`src/rtl/cla_multiword_seq_pkg.sv`:
```
// Shared constants, FSM state type and flag helpers for the nibble-serial
// carry-look-ahead add/subtract sequencer.
package cla_multiword_seq_pkg;

  localparam int NIBBLE_W = 4;

  // Code 2'd3 is never produced; the sequencer decodes it like IDLE.
  typedef enum logic [1:0] {
    ST_IDLE = 2'd0,
    ST_RUN  = 2'd1,
    ST_DONE = 2'd2
  } state_t;

  // Two's-complement overflow: operands agree in sign but the result does not.
  function automatic logic signed_ovf(input logic a_msb, input logic b_msb, input logic s_msb);
    return (a_msb == b_msb) && (s_msb != a_msb);
  endfunction

endpackage

```
`src/rtl/cla_multiword_seq_cla.sv`:
```
// 4-bit carry-look-ahead adder: all carries computed in parallel from
// generate/propagate terms, shared by the multiword sequencer.
module carry_look_ahead_adder
  import cla_multiword_seq_pkg::*;
(
  output logic [NIBBLE_W-1:0] s,
  output logic                cout,
  input  logic [NIBBLE_W-1:0] a,
  input  logic [NIBBLE_W-1:0] b,
  input  logic                cin
);

  logic [NIBBLE_W-1:0] g;
  logic [NIBBLE_W-1:0] p;
  logic [NIBBLE_W:0]   c;

  // Flattened look-ahead carry equations; no carry ripples between bits.
  always_comb begin
    g    = a & b;
    p    = a ^ b;
    c[0] = cin;
    c[1] = g[0] | (p[0] & cin);
    c[2] = g[1] | (p[1] & g[0]) | (p[1] & p[0] & cin);
    c[3] = g[2] | (p[2] & g[1]) | (p[2] & p[1] & g[0]) | (p[2] & p[1] & p[0] & cin);
    c[4] = g[3] | (p[3] & g[2]) | (p[3] & p[2] & g[1]) | (p[3] & p[2] & p[1] & g[0])
         | (p[3] & p[2] & p[1] & p[0] & cin);
    s    = p ^ c[NIBBLE_W-1:0];
    cout = c[NIBBLE_W];
  end

endmodule

```
`src/rtl/cla_multiword_seq.sv`:
```
// WIDTH-bit add/subtract built from one shared 4-bit CLA, one nibble per
// clock (LSB first), with a start/busy/done handshake.
module cla_multiword_seq
  import cla_multiword_seq_pkg::*;
#(
  parameter int WIDTH = 16
) (
  input  logic             clk,
  input  logic             rst_n,
  input  logic             start,
  input  logic             sub,
  input  logic [WIDTH-1:0] a,
  input  logic [WIDTH-1:0] b,
  output logic             busy,
  output logic             done,
  output logic [WIDTH-1:0] sum,
  output logic             cout,
  output logic             ovf
);

  localparam int NIB = WIDTH / NIBBLE_W;
  localparam int CW  = $clog2(NIB) + 1;

  state_t              state;
  logic [WIDTH-1:0]    a_sh;
  logic [WIDTH-1:0]    b_sh;
  logic [WIDTH-1:0]    r_sh;
  logic [WIDTH-1:0]    r_next;
  logic [WIDTH-1:0]    s4_ext;
  logic                carry;
  logic [CW-1:0]       cnt;
  logic                a_msb;
  logic                b_msb;
  logic [NIBBLE_W-1:0] s4;
  logic                c4;
  logic                last;

  carry_look_ahead_adder u_cla (
    .s    (s4),
    .cout (c4),
    .a    (a_sh[NIBBLE_W-1:0]),
    .b    (b_sh[NIBBLE_W-1:0]),
    .cin  (carry)
  );

  // New nibble enters at the top of the result shifter; written this way so WIDTH==4 needs no empty slice.
  always_comb begin
    s4_ext                       = '0;
    s4_ext[WIDTH-1 -: NIBBLE_W]  = s4;
    r_next                       = (r_sh >> NIBBLE_W) | s4_ext;
    last                         = (cnt == CW'(NIB - 1));
  end

  // Sequencer FSM with all outputs registered; results update only at completion.
  always_ff @(posedge clk or negedge rst_n) begin
    if (!rst_n) begin
      state <= ST_IDLE;
      busy  <= 1'b0;
      done  <= 1'b0;
      sum   <= '0;
      cout  <= 1'b0;
      ovf   <= 1'b0;
      cnt   <= '0;
      carry <= 1'b0;
      a_sh  <= '0;
      b_sh  <= '0;
      r_sh  <= '0;
      a_msb <= 1'b0;
      b_msb <= 1'b0;
    end else begin
      case (state)
        ST_RUN: begin
          r_sh  <= r_next;
          a_sh  <= a_sh >> NIBBLE_W;
          b_sh  <= b_sh >> NIBBLE_W;
          carry <= c4;
          cnt   <= cnt + CW'(1);
          if (last) begin
            sum   <= r_next;
            cout  <= c4;
            ovf   <= signed_ovf(a_msb, b_msb, s4[NIBBLE_W-1]);
            busy  <= 1'b0;
            done  <= 1'b1;
            state <= ST_DONE;
          end else begin
            busy  <= 1'b1;
            done  <= 1'b0;
            state <= ST_RUN;
          end
        end
        // IDLE, DONE and the unused code all accept a new request here.
        default: begin
          if (start) begin
            a_sh  <= a;
            b_sh  <= sub ? ~b : b;
            carry <= sub;
            cnt   <= '0;
            a_msb <= a[WIDTH-1];
            b_msb <= sub ? ~b[WIDTH-1] : b[WIDTH-1];
            busy  <= 1'b1;
            done  <= 1'b0;
            state <= ST_RUN;
          end else begin
            busy  <= 1'b0;
            done  <= 1'b0;
            state <= ST_IDLE;
          end
        end
      endcase
    end
  end

endmodule

```
`config.mk`:
```
export PLATFORM = sky130hd
export DESIGN_NAME = cla_multiword_seq
export DESIGN_NICKNAME = d
export VERILOG_FILES = /design/src/rtl/cla_multiword_seq_pkg.sv /design/src/rtl/cla_multiword_seq_cla.sv /design/src/rtl/cla_multiword_seq.sv
export SDC_FILE = /design/constraint.sdc
export NUM_CORES = 1
export LEC_CHECK = 0
export ABC_AREA = 1
export BUFFER_PORTS_ARGS = -buffer_cell sky130_fd_sc_hd__buf_2
export CORE_MARGIN = 4
export CORE_UTILIZATION = 35
export CTS_CLUSTER_SIZE = 30
export DETAILED_ROUTE_END_ITERATION = 16
export HOLD_SLACK_MARGIN = 0.12
export SETUP_SLACK_MARGIN = 0.5
export SYNTH_ARGS = -nofsm -noshare
export SYNTH_HDL_FRONTEND = slang
export SYNTH_SLANG_ARGS = --single-unit
```
`constraint.sdc`:
```
create_clock -name clk -period 1.4 [get_ports clk]
set_input_delay 0 -clock clk [delete_from_list [all_inputs] [get_ports clk]]
set_output_delay 0 -clock clk [all_outputs]
set_load 0.01 [all_outputs]
```
Yosys cells after proc, flatten, opt, wreduce, memory -nomap -nowiden
Index checks and enable logic that the tools add are counted.
{"block": "classes", "mux": 18, "n_bitwise": 33, "reduce_logical": 4, "addsub": 1, "n_eq_ne": 4}
{"op": "$mux 16", "n": 5}
{"op": "$and 1x1->1", "n": 16}
{"op": "$not 16->16", "n": 1}
{"op": "$or 12x16->16", "n": 1}
{"op": "$or 1x1->1", "n": 10}
{"op": "$mux 1", "n": 9}
{"op": "$xor 4x4->4", "n": 2}
{"op": "$mux 3", "n": 2}
{"op": "$and 4x4->4", "n": 1}
{"op": "$mux 2", "n": 2}
{"op": "$reduce_and 2->1", "n": 2}
{"op": "$add 3x1->3 const B", "n": 1}
{"op": "$eq 3x2->1 const B", "n": 1}
{"op": "$eq 2x1->1 const B", "n": 1}
{"op": "$not 1->1", "n": 2}
{"op": "$reduce_bool 2->1", "n": 1}
{"op": "$eq 1x1->1", "n": 1}
{"op": "$logic_and 1x1->1", "n": 1}
{"op": "$ne 1x1->1", "n": 1}
{"block": "totals", "word_cells": 73, "regBits": 76}

Longest topological paths before layout
Gate-level depths: netlist (run 1).
{"block": "depth", "ltp_word": 8, "depth_mapped": 9, "depth_no_buf": 9}

Hierarchy
Synthesis (run 1) repeated with hierarchy kept, for this count alone.
{"block": "unflattened", "cells_unflattened": 404, "area_unflattened_um2": 3329.4}
{"module": "cla_multiword_seq", "n_inst": 1, "cells_per_inst": 373, "seq_area_each_um2": 1751.7, "area_per_inst_um2": 3140.5}
{"module": "carry_look_ahead_adder", "n_inst": 1, "cells_per_inst": 31, "seq_area_each_um2": 0.0, "area_per_inst_um2": 188.9}

Worst setup path after synthesis (run 1)
Ideal clock, no wire load.
{"block": "synth_timing", "kind": "register to register", "from": "register a_sh[2]", "to": "register carry", "slack_ns": -0.120, "required_time_ns": 1.270, "stages_incl_launch_ff": 9, "n_path_buf": 0, "setup_time_ns": 0.130, "arrival_time_ns": 1.389, "path_cell_list": "dfrtp_1 -> ha_1 -> or2_2 -> nand2_1 -> nand2_1 -> nand2_1 -> nand2_1 -> nand2_1 -> o211ai_1"}
{"block": "synth_via", "elab_chain_cells": 7, "elab_cells_between_ends": 14, "classes_between": "1 x mux; 13 x bitwise"}
{"element": "from (decl)", "line_no": "cla_multiword_seq.sv:25", "rtl": "logic [WIDTH-1:0] a_sh;"}
{"element": "from (signal assigned)", "line_no": "cla_multiword_seq.sv:74", "rtl": "a_sh <= a_sh >> NIBBLE_W;"}
{"element": "$and 4x4->4 or $xor 4x4->4 (tied branches)", "line_no": "cla_multiword_seq_cla.sv:19, cla_multiword_seq_cla.sv:20"}
{"element": "$and 1x1->1, on equally long branches", "line_no": "cla_multiword_seq_cla.sv:25, cla_multiword_seq_cla.sv:26"}
{"element": "$or 1x1->1 (tied with other cells) (2 in a row)", "line_no": "cla_multiword_seq_cla.sv:25", "rtl": "c[4] = g[3] | (p[3] & g[2]) | (p[3] & p[2] & g[1]) | (p[3] & p[2] & p[1] & g[0])"}
{"element": "$or 1x1->1 or $and 1x1->1 (tied branches)", "line_no": "cla_multiword_seq_cla.sv:25, cla_multiword_seq_cla.sv:26"}
{"element": "$or 1x1->1 *", "line_no": "cla_multiword_seq_cla.sv:26", "rtl": "| (p[3] & p[2] & p[1] & p[0] & cin);"}
{"element": "$mux 1 *", "line_no": "cla_multiword_seq.sv:71", "rtl": "case (state)"}
{"element": "to (signal assigned)", "line_no": "cla_multiword_seq.sv:96", "rtl": "carry <= sub;"}
{"element": "to (decl)", "line_no": "cla_multiword_seq.sv:30", "rtl": "logic carry;"}
Mark *: on every way between the ends. The rest lies on a longest branch, timed or not.
A chain may end at the register's enable or synchronous reset.

Worst setup path in the final report (run 1)
{"block": "layout_timing", "from": "register b_sh[1]", "to": "register ovf"}
{"block": "layout_via", "elab_chain_cells": 8, "elab_cells_between_ends": 13, "classes_between": "1 x eq/ne; 11 x bitwise; 1 x reduce/logical"}
{"element": "from (decl)", "line_no": "cla_multiword_seq.sv:26", "rtl": "logic [WIDTH-1:0] b_sh;"}
{"element": "from (signal assigned)", "line_no": "cla_multiword_seq.sv:75", "rtl": "b_sh <= b_sh >> NIBBLE_W;"}
{"element": "from (signal assigned)", "line_no": "cla_multiword_seq.sv:95", "rtl": "b_sh <= sub ? ~b : b;"}
{"element": "$and 4x4->4 or $xor 4x4->4 (tied branches)", "line_no": "cla_multiword_seq_cla.sv:19, cla_multiword_seq_cla.sv:20"}
{"element": "$and 1x1->1", "line_no": "cla_multiword_seq_cla.sv:24", "rtl": "c[3] = g[2] | (p[2] & g[1]) | (p[2] & p[1] & g[0]) | (p[2] & p[1] & p[0] & cin);"}
{"element": "$or 1x1->1 or $and 1x1->1 (tied branches) (2 in a row)", "line_no": "cla_multiword_seq_cla.sv:24"}
{"element": "$or 1x1->1 *", "line_no": "cla_multiword_seq_cla.sv:24"}
{"element": "$xor 4x4->4 *", "line_no": "cla_multiword_seq_cla.sv:27", "rtl": "s = p ^ c[NIBBLE_W-1:0];"}
{"element": "$ne 1x1->1 *", "line_no": "cla_multiword_seq_pkg.sv:16", "rtl": "return (a_msb == b_msb) && (s_msb != a_msb);"}
{"element": "$logic_and 1x1->1 *", "line_no": "cla_multiword_seq_pkg.sv:16"}
{"element": "to (signal assigned)", "line_no": "cla_multiword_seq.sv:81", "rtl": "ovf <= signed_ovf(a_msb, b_msb, s4[NIBBLE_W-1]);"}
{"element": "to (decl)", "line_no": "cla_multiword_seq.sv:18", "rtl": "output logic ovf"}
Marked as above.

==> impl_metrics.toml, run 1 <==
[outcome]
status = "finished, violations left"
violations = "setup timing"

[synth]
syn_avg_cell_area_um2 = 9.60
yosysMostFrequentCell = "nand2_1"
synth-async-reset-ratio_pct = 100
ys_top_cells_by_count = "nand2_1 (110), dfrtp_1 (70), inv_1 (25)"
synthCells = 322
synth_top_area_share_pct = 56.7
ys_top_cells_by_area = "dfrtp_1 (57%), nand2_1 (13%), xnor2_1 (4.8%), o21ai_0 (3.4%), o221ai_1 (3.4%)"
ys_ff_latch = 70
yosysWarnings = 0
yosysUniqueCellTypes = 26
ys_seq_area_share_pct = 56.7
syn_nets = 365
synth_flop_cell = "dfrtp_1"
synth-edff-count = 0
syn_area_um2 = 3090
yosysTopAreaCell = "dfrtp_1"

[sta]
worst_pin_slew_ps = 491
fin_ws_ps = -88.0
clock_skew_ps = 11.1
drv_slew = 0
fin_crit_sh_pct = 106
max_freq_mhz = 672
setup_viol = 8
fin_crit_ps = 1490
hold_viol = 0
rsz0062_at_grt = "true"
slew-limit-headroom_pct = 67.3

[detailed_routing]
vias = 2812
via_per_inst = 4.87
wl_per_cell_um = 16.4
wirelength_um = 9450
first_pass_iters = 4
drtIter0Drc = 99
drc = 0
ant_nets = 0

[global_routing]
gr-total-overflow = 0
grt_pass1_wl_um = 15100
antenna_found_initial = 0
grt_usage_pct = 18.8
grt_pass1_vias = 2962
grt_max_degree = 71

[clock_network]
clock_path_buffers = 2
clkTransAtPathRegs_ps = 80
cts_tree = "yes"
clk_latency_ps = 340
cts-buffers-inserted = 9
cts_sinks = 70
cts-root-buf = "clkbuf_8"
htreeDepth = 3

[critical_path]
path_delay_family = "simple AND/OR/NAND/NOR gates"
crit_start = "b_sh[1]"
endpoint_kind = "register"
critPathMaxFanout = 4
setup.worst_path.start_class = "register"
cpMostUsedCell = "nand3_2"
rr_startpoint = "b_sh[1]"
cp.required_ps = 1630
cpPeakStageDelay_ps = 430
worstPathArrival_ps = 1720
critical_path_buf_inv_count = 0
crit_slowest_cell = "dfrtp_1"
path_cells = "ha_4 > nand4_1 > nand3_2 > nand3_2 > nand3_2 > nand2_1"
crit_type = "reg2reg"

[placed_design]
place_inst = 477
io_buffer_count = 55
postPlaceCellArea_um2 = 3650
gp_congestion = 0.803
hpwlAfterDp_um = 4460

[finish]
post-route-util_pct = 66.5
stdcell_count = 578
drive_gt1_share_pct = 56.4
diodes = 0
finalNetCount = 509
areaGrowthSynthToFinish_pct = 86.0
final_area_um2 = 5750

[floorplanning]
row_count = 34
die_y_um = 102
die_w_um = 102
die_area_um2 = 10400
ioPinCount = 56
initial_core_util_pct = 35.8
core_um2 = 8640

[pwr]
leakage_nw = 2.96
cellPowerDensity_nw_per_um2 = 2150
vdd_drop_max_mv = 1.20

[worst_hold_path]
hp-class = "in2async"

[flow_run]
cap_violations = 0
==> timing repair <==
item                                    in CTS  in global routing
hold buffers                                33                  0
resized for setup                          156                 56
gates cloned                                13                  1
hold endpoints to repair                   104                  0
buffers inserted                            22                 17
pin swaps                                   34                 27
endpoints found under the setup margin      71                 87
==> state kept, by name, summed over array words and instances (netlist names) <==
register,flops
a_msb,1
a_sh,16
b_msb,1
b_sh,16
carry,1
cnt,3
cout,1
done,1
ovf,1
r_sh,12
state,1
sum,16
==> final cells by class <==
cell class	count	area, um^2
multi-input cells	209	1900
inverters	27	146
repair buffers	146	1550
clock inverters	3	67.6
well taps	108	135
repair inverters	3	38.8
fillers	615	2890
clock buffers	12	155
flip-flops and latches	70	1750
==> kinds of logic (layout without fill, tap and decap cells) <==
family,count (synthesis),in the layout,share of synthesized area [%]
AOI/OAI and AO/OA,46,46,9.72
xor gates and xnor gates,18,18,5.10
adders and majority gates,7,7,3.08
buffers and inverters,43,191,6.23
DFF,70,70,56.7
and+or+nand+nor,138,138,19.2
==> worst register-to-register path, stage by stage (launching register included) <==
cell     delay, ps
dfrtp_1        430
ha_4           310
nand4_1        240
nand3_2        190
nand3_2         90
nand3_2         80
nand2_1         50
==> where the power goes <==
part	switching [mW]	leakage, nW	internal [mW]
sequential	0.607	0.907	2.81
combinational	3.34	1.95	3.76
clock	0.764	0.109	1.09
==> metal layers <==
layer	part of all wire, %	wire (um)	global-route usage [%]
met1	40	3820	23.7
met2	54	5120	32.8
met3	3.9	369	3.48
met4	1.5	143	6.05
met5	0	0	0
==> layout by cell type, fill, tap and decap left out, drive strengths merged <==
cell type / Yosys / routed
xnor2: 17 / 17
xor2: 1 / 1
clkbuf: 2 / 12
nand4: 1 / 1
o221ai: 12 / 12
dfrtp: 70 / 70
or2: 1 / 1
nand3: 19 / 19
ha: 6 / 6
fa: 1 / 1
dlygate4sd3: 0 / 33
nor2: 4 / 4
nand2: 112 / 112
clkinvlp: 0 / 1
o21ai: 24 / 24
nand3b: 1 / 1
clkinv: 0 / 2
bufinv: 0 / 2
o211ai: 2 / 2
o22ai: 4 / 4
a22o: 4 / 4
inv: 27 / 28
buf: 14 / 113
==> per-stage QoR <==
step	hold WS (ps)	TNS, ps	setup slack, ps	total power [mW]
floorplan	-296	0	30.6	5.71
global placement	53.1	-5.47	-5.47	6.45
detailed placement	61.3	-57.7	-44.5	6.53
CTS	183	-60.6	-26.4	11.4
global route	213	-1440	-145	13.1
finish	193	-334	-88.0	12.4
==> final timing paths <==
kind | slack [ps] | to | cells past startpoint
max | -90 | ovf | 6
max in group asynchronous | 850 | b_sh[0] | 3
max reg2reg | -90 | ovf | 6
min | 190 | sum[7] | 3
min in group clk | 200 | carry | 3
min reg2reg | 480 | sum[8] | 2
(Power assumes the default switching activity.)
==> run 2, diff against run 1 <==
--- a/config.mk
+++ b/config.mk
@@ -12,6 +12,7 @@
 export CTS_CLUSTER_SIZE = 30
 export DETAILED_ROUTE_END_ITERATION = 16
 export HOLD_SLACK_MARGIN = 0.12
+export REMOVE_ABC_BUFFERS = 1
 export SETUP_SLACK_MARGIN = 0.5
 export SYNTH_ARGS = -nofsm -noshare
 export SYNTH_HDL_FRONTEND = slang
==> impl_metrics.toml, run 2 (synthesis gave the netlist of run 1 again) <==
[finish]
top_regs = "a_sh x16, b_sh x16, sum x16"
drive_gt1_share_pct = 52.6
post-route-util_pct = 61.2
diodes = 0
finalNetCount = 506
areaGrowthSynthToFinish_pct = 70.9
final_common_cell = "dfrtp_1"
final_cell_mix = "dfrtp_1 (69), nand2_1 (54), buf_2 (54)"

[sta]
rsz0062_at_grt = "true"
drv_slew = 0
clock_skew_ps = 6.50
fin_crit_ps = 1550
fin_ws_ps = -152
hold_viol = 0
slew-limit-headroom_pct = 68.9
worst_pin_slew_ps = 466
setup_viol = 20
fin_crit_sh_pct = 111
max_freq_mhz = 644

[global_routing]
gr-total-overflow = 0
grt_pass1_vias = 2798
antenna_found_initial = 0
grt_max_degree = 35
grt_usage_pct = 17.3
grt_pass1_wl_um = 13800

[detailed_routing]
wirelength_um = 8750
ant_nets = 0
wl_per_cell_um = 15.2
vias = 2745
drtIter0Drc = 71
via_per_inst = 4.78
drc = 0
first_pass_iters = 4

[flow_run]
cap_violations = 0

[pwr]
p_int_mw = 6.79
pwr-share-seq_pct = 30.4
cellPowerDensity_nw_per_um2 = 2080
switchingPower_mw = 4.22
swShare_pct = 38.3
leakage_nw = 2.69
vdd_drop_max_mv = 0.720
pwr-share-clk_pct = 14.4
total_power_mw = 11.0
p_comb_share_pct = 55.1

[clock_network]
cts_tree = "yes"
clk_latency_ps = 340
clock_path_buffers = 2
cts_sinks = 70
clkTransAtPathRegs_ps = 70
cts-buffers-inserted = 9
htreeDepth = 3
cts-root-buf = "clkbuf_8"

[worst_hold_path]
hp-class = "in2async"

[critical_path]
rr_worst_depth = 8
worstPathArrival_ps = 1790
cp.required_ps = 1640
reg2reg_slack_ps = -150
crit_end = "ovf"
setup.worst_path.start_class = "register"
rr_startpoint = "b_sh[2]"
worst_r2r_endpoint = "ovf"
crit_type = "reg2reg"
crit_start = "b_sh[2]"
critPathMaxFanout = 3
endpoint_kind = "register"

[placed_design]
gp_congestion = 0.733
hpwlAfterDp_um = 4690
io_buffer_count = 55

[floorplanning]
row_count = 34
die_y_um = 102
ioPinCount = 56
core_um2 = 8640
die_area_um2 = 10400
initial_core_util_pct = 35.8
die_w_um = 102

[outcome]
violations = "setup timing"
status = "finished, violations left"
run 2: worst min-delay path by stage:
stage	from	to	slack, ps
after floorplan	rst_n	a_msb	-300
after global placement	rst_n	sum[5]	-40
after detailed placement	rst_n	sum[5]	-20
after CTS	rst_n	sum[5]	140
after global routing	rst_n	sum[5]	170
final	rst_n	sum[5]	140
run 2: layer usage:
layer	up-vias	GRT usage (%)	wire length (um)
met5	-	0	0
met4	0	8.68	279
met3	27	3.07	319
met2	69	27.7	4440
met1	1316	22.6	3710
li1	1333	-	-
run 2: per-stage QoR:
stage / hold WS, ps / setup slack, ps / std cells / cell area (um^2) / setup TNS, ps
final: 135 / -152 / 574 / 5280 / -1050
after global routing: 166 / -213 / 574 / 5280 / -2450
after CTS: 144 / -12.9 / 558 / 4920 / -31.1
after detailed placement: -23.4 / -213 / 486 / 3560 / -784
after global placement: -39.8 / -153 / 486 / 3560 / -497
after floorplan: -296 / -221 / 306 / 3000 / -5800
run 2: repair_timing:
item	in CTS	in global routing
setup endpoints to repair	71	85
cloned	9	1
pin swaps	30	26
endpoints found under the hold margin	104	0
gates resized for setup	145	66
setup buffers	16	15
hold buffers	33	0
run 2: layout make-up:
cell class	count	area, um^2
Sequential cell	70	1750
Fill cell	697	3350
Timing Repair inverter	2	15.0
Clock buffer	14	193
Inverter	27	133
Timing Repair Buffer	144	1330
Multi-Input combinational cell	209	1720
Tap cell	108	135
run 2: power groups by stage:
stage | Sequential [mW] | Clock, mW | Combinational, mW
2_1_floorplan | 3.27 | 0 | 1.73
3_3_place_gp | 3.21 | 0 | 2.91
3_5_place_dp | 3.24 | 0 | 2.99
4_1_cts | 3.29 | 1.61 | 5.08
5_1_grt | 3.44 | 1.71 | 6.57
6_report | 3.35 | 1.59 | 6.07
run 2: worst max-delay path: stages, from the launching register on:
cell     delay (ps)
dfrtp_1         410
ha_4            290
buf_6            90
nand4_1         160
buf_4           220
nand3_4          80
nand3_2          80
nand3_2          80
nand2_1          50
